[src/rtl/adder_pkg.sv]
// Shared types and sizing for the bit-serial adder.
package adder_pkg;
    localparam int WIDTH = 2;
    localparam int SUM_W = WIDTH + 1;

    typedef enum logic [1:0] {
        IDLE = 2'd0,
        LOAD = 2'd1,
        ADD  = 2'd2,
        SEND = 2'd3
    } state_t;
endpackage

[src/rtl/simple_adder.sv]
// Bit-serial adder: operands shifted in MSB first, (WIDTH+1)-bit sum shifted out MSB first.
// First sum bit 3 cycles after en_i; no backpressure, en_i outside IDLE is ignored.
module simple_adder #(
    parameter int WIDTH = 2
) (
    input  logic clk,
    input  logic rst,
    input  logic en_i,
    input  logic ina,
    input  logic inb,
    output logic en_o,
    output logic out
);
    import adder_pkg::*;

    localparam int SW = WIDTH + 1;
    localparam int CW = $clog2(SW + 1);

    state_t          state;
    logic [CW-1:0]   counter;
    logic [WIDTH-1:0] temp_a;
    logic [WIDTH-1:0] temp_b;
    logic [SW-1:0]   temp_out;

    always_ff @(posedge clk) begin
        if (rst) begin
            state    <= IDLE;
            counter  <= '0;
            temp_a   <= '0;
            temp_b   <= '0;
            temp_out <= '0;
            en_o     <= 1'b0;
            out      <= 1'b0;
        end else begin
            case (state)
                IDLE: begin
                    en_o <= 1'b0;
                    out  <= 1'b0;
                    if (en_i) begin
                        // Start from a clean register so a short previous load leaves nothing behind.
                        temp_a  <= {{(WIDTH-1){1'b0}}, ina};
                        temp_b  <= {{(WIDTH-1){1'b0}}, inb};
                        counter <= CW'(1);
                        state   <= LOAD;
                    end
                end
                LOAD: begin
                    temp_a  <= {temp_a[WIDTH-2:0], ina};
                    temp_b  <= {temp_b[WIDTH-2:0], inb};
                    counter <= counter + 1'b1;
                    if (counter == CW'(WIDTH - 1)) begin
                        state <= ADD;
                    end
                end
                ADD: begin
                    temp_out <= {1'b0, temp_a} + {1'b0, temp_b};
                    counter  <= CW'(SW);
                    state    <= SEND;
                end
                SEND: begin
                    out     <= temp_out[counter - 1'b1];
                    en_o    <= 1'b1;
                    counter <= counter - 1'b1;
                    if (counter == CW'(1)) begin
                        state <= IDLE;
                    end
                end
                default: begin
                    state <= IDLE;
                end
            endcase
        end
    end
endmodule

[config.mk]
export PLATFORM = sky130hd
export DESIGN_NAME = simple_adder
export DESIGN_NICKNAME = d
export VERILOG_FILES = /design/src/rtl/adder_pkg.sv /design/src/rtl/simple_adder.sv
export SDC_FILE = /design/constraint.sdc
export NUM_CORES = 1
export LEC_CHECK = 0
export CAP_MARGIN = 30
export CORE_AREA = 5 5 42 44
export CTS_BUF_LIST = sky130_fd_sc_hd__clkbuf_4
export CTS_CLUSTER_DIAMETER = 40
export CTS_CLUSTER_SIZE = 25
export DETAILED_ROUTE_END_ITERATION = 7
export DIE_AREA = 0 0 47 49
export GPL_ROUTABILITY_DRIVEN = 0
export GPL_TIMING_DRIVEN = 0
export PLACE_DENSITY_LB_ADDON = 0.15
export SLEW_MARGIN = 15
export SYNTH_ARGS = -nofsm -noshare
export SYNTH_HDL_FRONTEND = slang
export SYNTH_SLANG_ARGS = --single-unit
[constraint.sdc]
create_clock -name clk -period 2.8 [get_ports clk]
set_input_delay 0.28 -clock clk [delete_from_list [all_inputs] [get_ports clk]]
set_output_delay 0.28 -clock clk [all_outputs]
set_load 0.05 [all_outputs]
==> impl_results.html <==
<table>
<tr><th>Metric</th><th>Value</th></tr>
<tr><th colspan="2">Detailed routing</th></tr>
<tr><td>Per-cell via count in the routed design</td><td>5.30</td></tr>
<tr><td>Routed WL</td><td>1.20 mm</td></tr>
<tr><td>Routed wirelength normalized by instance count</td><td>13.2 um</td></tr>
<tr><td>Detailed Route Iter0 Violations</td><td>5</td></tr>
<tr><td>Total via count after detailed routing</td><td>482</td></tr>
<tr><td>Pre-Repair DR Iteration Count</td><td>4</td></tr>
<tr><td>Post-route DRC</td><td>0</td></tr>
<tr><td>Final ANT Viol Nets</td><td>0</td></tr>
<tr><th colspan="2">CTS</th></tr>
<tr><td>Number of clock sinks</td><td>13</td></tr>
<tr><td>Quantity of hold-fixing buffers added after cts</td><td>0</td></tr>
<tr><td>Maximum buffer depth of the clock tree</td><td>2</td></tr>
<tr><td>Clock latency of the later-clocked register in the worst-skew pair</td><td>290 ps</td></tr>
<tr><td>Cell at the root of the clock tree</td><td>sky130_fd_sc_hd__clkbuf_4</td></tr>
<tr><td>Post-CTS setup buffer count</td><td>0</td></tr>
<tr><td>H-tree depth</td><td>1</td></tr>
<tr><td>Num CTS Buffers</td><td>3</td></tr>
<tr><td>CTS tree</td><td>built</td></tr>
<tr><td>Clock-pin slew reported for the worst setup and hold paths after clock tree synthesis</td><td>80 ps</td></tr>
<tr><td>PostCTS Resize Cnt</td><td>0</td></tr>
<tr><th colspan="2">Worst setup path</th></tr>
<tr><td>Startpoint type of the worst setup path</td><td>flip-flop</td></tr>
<tr><td>Buffers plus inverters on the worst setup path</td><td>1</td></tr>
<tr><td>CP max stage cell</td><td>sky130_fd_sc_hd__clkdlybuf4s50_1</td></tr>
<tr><td>Crit Path Class</td><td>reg -&gt; out</td></tr>
<tr><td>Launching point of the worst reg2reg path</td><td>state[0]</td></tr>
<tr><td>Arrival time at the worst endpoint</td><td>1420 ps</td></tr>
<tr><td>Critical path capture point type</td><td>primary output</td></tr>
<tr><td>Reg2reg end</td><td>temp_a[0]</td></tr>
<tr><td>Crit-path cells</td><td>clkdlybuf4s50_1</td></tr>
<tr><td>Required time worst endpoint</td><td>2520 ps</td></tr>
<tr><td>FF-to-FF setup slack</td><td>1310 ps</td></tr>
<tr><td>Number of cells on the worst reg-to-reg path</td><td>5</td></tr>
<tr><td>Biggest fanout along the worst timing path</td><td>2</td></tr>
<tr><td>Top Family by Delay on Critical Path</td><td>buffers and inverters</td></tr>
<tr><td>CP peak stage delay</td><td>800 ps</td></tr>
<tr><th colspan="2">Synthesis</th></tr>
<tr><td>Portion of the post-synthesis area used by sequential elements</td><td>40.9%</td></tr>
<tr><td>Cell type with the largest total area after synthesis</td><td>sky130_fd_sc_hd__dfxtp_1</td></tr>
<tr><td>Number of distinct library cells after synthesis</td><td>22</td></tr>
<tr><td>Syn_area_per_cell</td><td>9.80 um^2</td></tr>
<tr><td>Ranking of synthesized cells by area</td><td>sky130_fd_sc_hd__dfxtp_1 41%, sky130_fd_sc_hd__ha_1 12%, sky130_fd_sc_hd__mux2i_1 7.9%, sky130_fd_sc_hd__nor2_1 5.9%, sky130_fd_sc_hd__a211oi_1 4.7%</td></tr>
<tr><td>Top cell type's share of synthesized area</td><td>40.9%</td></tr>
<tr><td>Flip-flop and latch count after synthesis</td><td>13</td></tr>
<tr><td>Post-synth EDFFs</td><td>0</td></tr>
<tr><td>Most used flip-flop cell after synthesis</td><td>sky130_fd_sc_hd__dfxtp_1</td></tr>
<tr><td>Fraction of registers with async set/reset</td><td>0%</td></tr>
<tr><td>Yosys warning total</td><td>0</td></tr>
<tr><td>Cell count after synthesis</td><td>65</td></tr>
<tr><td>Top cells by instance count after synthesis</td><td>13 x sky130_fd_sc_hd__dfxtp_1, 10 x sky130_fd_sc_hd__nor2_1, 7 x sky130_fd_sc_hd__inv_1</td></tr>
<tr><td>Post-Syn Area</td><td>637 um^2</td></tr>
<tr><td>Syn Nets</td><td>77</td></tr>
<tr><td>Most frequently used cell type in the post-synthesis netlist</td><td>sky130_fd_sc_hd__dfxtp_1</td></tr>
<tr><th colspan="2">STA</th></tr>
<tr><td>Maximum operating frequency</td><td>589 MHz</td></tr>
<tr><td>Worst max-slew margin expressed relative to the limit</td><td>66.9%</td></tr>
<tr><td>Fin Clk Skew</td><td>5.65 ps</td></tr>
<tr><td>Final setup viols</td><td>0</td></tr>
<tr><td>Setup TNS after final layout</td><td>0 ps</td></tr>
<tr><td>Setup repair after global routing missed its margin</td><td>false</td></tr>
<tr><td>Transition time at the pin with the least slew margin</td><td>494 ps</td></tr>
<tr><td>Final worst path period need</td><td>1700 ps</td></tr>
<tr><td>Final cycle utilization of the critical path</td><td>60.6%</td></tr>
<tr><td>Final slew viol count</td><td>0</td></tr>
<tr><td>Final count of hold timing violations</td><td>0</td></tr>
<tr><th colspan="2">Die</th></tr>
<tr><td>Die Span Y</td><td>49 um</td></tr>
<tr><td>Number of rows created at floorplan</td><td>14</td></tr>
<tr><td>Area of the core region</td><td>1400 um^2</td></tr>
<tr><td>Overall die area</td><td>2300 um^2</td></tr>
<tr><td>Width of the chip</td><td>47 um</td></tr>
<tr><td>Number of I/O pins</td><td>7</td></tr>
<tr><td>Initial Util</td><td>45.4%</td></tr>
<tr><th colspan="2">GRT</th></tr>
<tr><td>Met1 Use GR</td><td>18.7%</td></tr>
<tr><td>Met3 routing resource usage after global routing</td><td>2.95%</td></tr>
<tr><td>Global routing's busiest layer</td><td>met1</td></tr>
<tr><td>Number of antenna violations at the first check in global routing</td><td>0</td></tr>
<tr><td>Global Route met2 Usage</td><td>15.4%</td></tr>
<tr><td>Total grt overflow</td><td>0</td></tr>
<tr><td>Number of global-route vias before repair</td><td>440</td></tr>
<tr><td>Maximum number of pins on one net before global-route repair</td><td>11</td></tr>
<tr><td>Gr usage total</td><td>12.4%</td></tr>
<tr><td>Wire length of the first global-routing pass</td><td>2.08 mm</td></tr>
<tr><th colspan="2">Cells and area</th></tr>
<tr><td>Non-filler instance count after layout</td><td>91</td></tr>
<tr><td># diodes</td><td>0</td></tr>
<tr><td>Final core area utilization</td><td>53.1%</td></tr>
<tr><td>Syn-to-layout area delta</td><td>16.9%</td></tr>
<tr><td>Final std cell area, no fill</td><td>744 um^2</td></tr>
<tr><td>Share of layout cells above drive strength 1</td><td>10.7%</td></tr>
<tr><td>Post-layout net count</td><td>88</td></tr>
<tr><th colspan="2">Power</th></tr>
<tr><td>Pwr/cell area</td><td>910 nW/um^2</td></tr>
<tr><td>Reported leakage power</td><td>0.305 nW</td></tr>
<tr><td>Total power</td><td>0.000678 W</td></tr>
<tr><td>Maximum ir drop on the vdd rail</td><td>379 uV</td></tr>
<tr><th colspan="2">Placed design</th></tr>
<tr><td>Number of port buffers</td><td>6</td></tr>
<tr><td>Final HPWL from detailed placement</td><td>880 um</td></tr>
<tr><td>Post-detailed-placement cell area</td><td>717 um^2</td></tr>
<tr><td>Instance count after placement with tap cells included</td><td>87</td></tr>
<tr><th colspan="2">Hold path</th></tr>
<tr><td>Tightest Hold Check Type</td><td>reg -&gt; reg</td></tr>
<tr><td>Number of instances on the worst hold path</td><td>2</td></tr>
<tr><td>Hold-critical path endpoint</td><td>out</td></tr>
<tr><td>Worst Min Path Start</td><td>out</td></tr>
<tr><th colspan="2">Job</th></tr>
<tr><td>Maximum Capacitance Violations</td><td>0</td></tr>
<tr><th colspan="2">Outcome</th></tr>
<tr><td>Outcome</td><td>finished clean</td></tr>
</table>
-- state kept, by name, indices dropped and copies added, names as in the netlist --
name,flops
temp_out,3
counter,2
state,2
temp_a,2
temp_b,2
en_o,1
out,1
-- power by group --
group | switching (W) | total, W | internal (W)
sequential | 0.0000323 | 0.000262 | 0.000230
clock | 0.0000693 | 0.000122 | 0.0000531
combinational | 0.000157 | 0.000293 | 0.000136
total | 0.000258 | 0.000678 | 0.000420
-- layout make-up --
cell class / count / area (um^2)
Timing Repair Buffer: 6 / 60.1
Clock buffer: 3 / 22.5
Buffer: 1 / 3.75
Fill cell: 150 / 657
Multi-Input combinational cell: 44 / 347
Sequential cell: 13 / 260
Tap cell: 16 / 20.0
Inverter: 7 / 26.3
Clock inverter: 1 / 5.00
-- how the worst max path moves through the flow --
stage / startpoint / end / depth (start not counted) / slack (ps)
after detailed placement: rst / out / 3 / 1260
after CTS: en_o / en_o / 1 / 1100
after global placement: rst / out / 3 / 1270
after global routing: out / out / 1 / 1050
final: en_o / en_o / 1 / 1100
after floorplan: state[0] / temp_a[0] / 5 / 1470
-- cell usage in the layout (no fill, tap or decap), types with 2 or more instances in the layout --
cell                              Yosys  final
sky130_fd_sc_hd__dfxtp_1             13     13
sky130_fd_sc_hd__and3_1               2      2
sky130_fd_sc_hd__mux2i_1              5      5
sky130_fd_sc_hd__a21oi_1              2      2
sky130_fd_sc_hd__inv_1                7      7
sky130_fd_sc_hd__ha_1                 6      6
sky130_fd_sc_hd__clkbuf_4             0      3
sky130_fd_sc_hd__nand2_1              2      2
sky130_fd_sc_hd__nor2_1              10     10
sky130_fd_sc_hd__a211oi_1             4      4
sky130_fd_sc_hd__a32oi_1              2      2
sky130_fd_sc_hd__clkdlybuf4s50_1      0      6
-- logic make-up after synthesis --
group                      after synthesis  synth area share, %
muxes                                    7                 11.8
adders and majority gates                7                 14.9
DFF                                     13                 40.9
and+or+nand+nor                         18                 13.6
buffers and inverters                    8                 4.72
AOI/OAI and AO/OA                       12                 14.1
-- through the flow --
| step | hold WS [ps] | setup WS, ps |
|---|---|---|
| after floorplan | 358 | 1470 |
| after global placement | 465 | 1270 |
| after detailed placement | 473 | 1260 |
| after CTS | 486 | 1100 |
| after global routing | 495 | 1050 |
| final | 488 | 1100 |
-- metal layers --
metal / wire length (um) / vias to the layer above / part of all wire [%]
li1: - / 248 / -
met1: 636 / 218 / 53
met2: 468 / 11 / 39
met3: 60 / 5 / 5.0
met4: 32 / 0 / 2.7
met5: 0 / - / 0
Note: power is estimated with default switching activity, not from simulation.
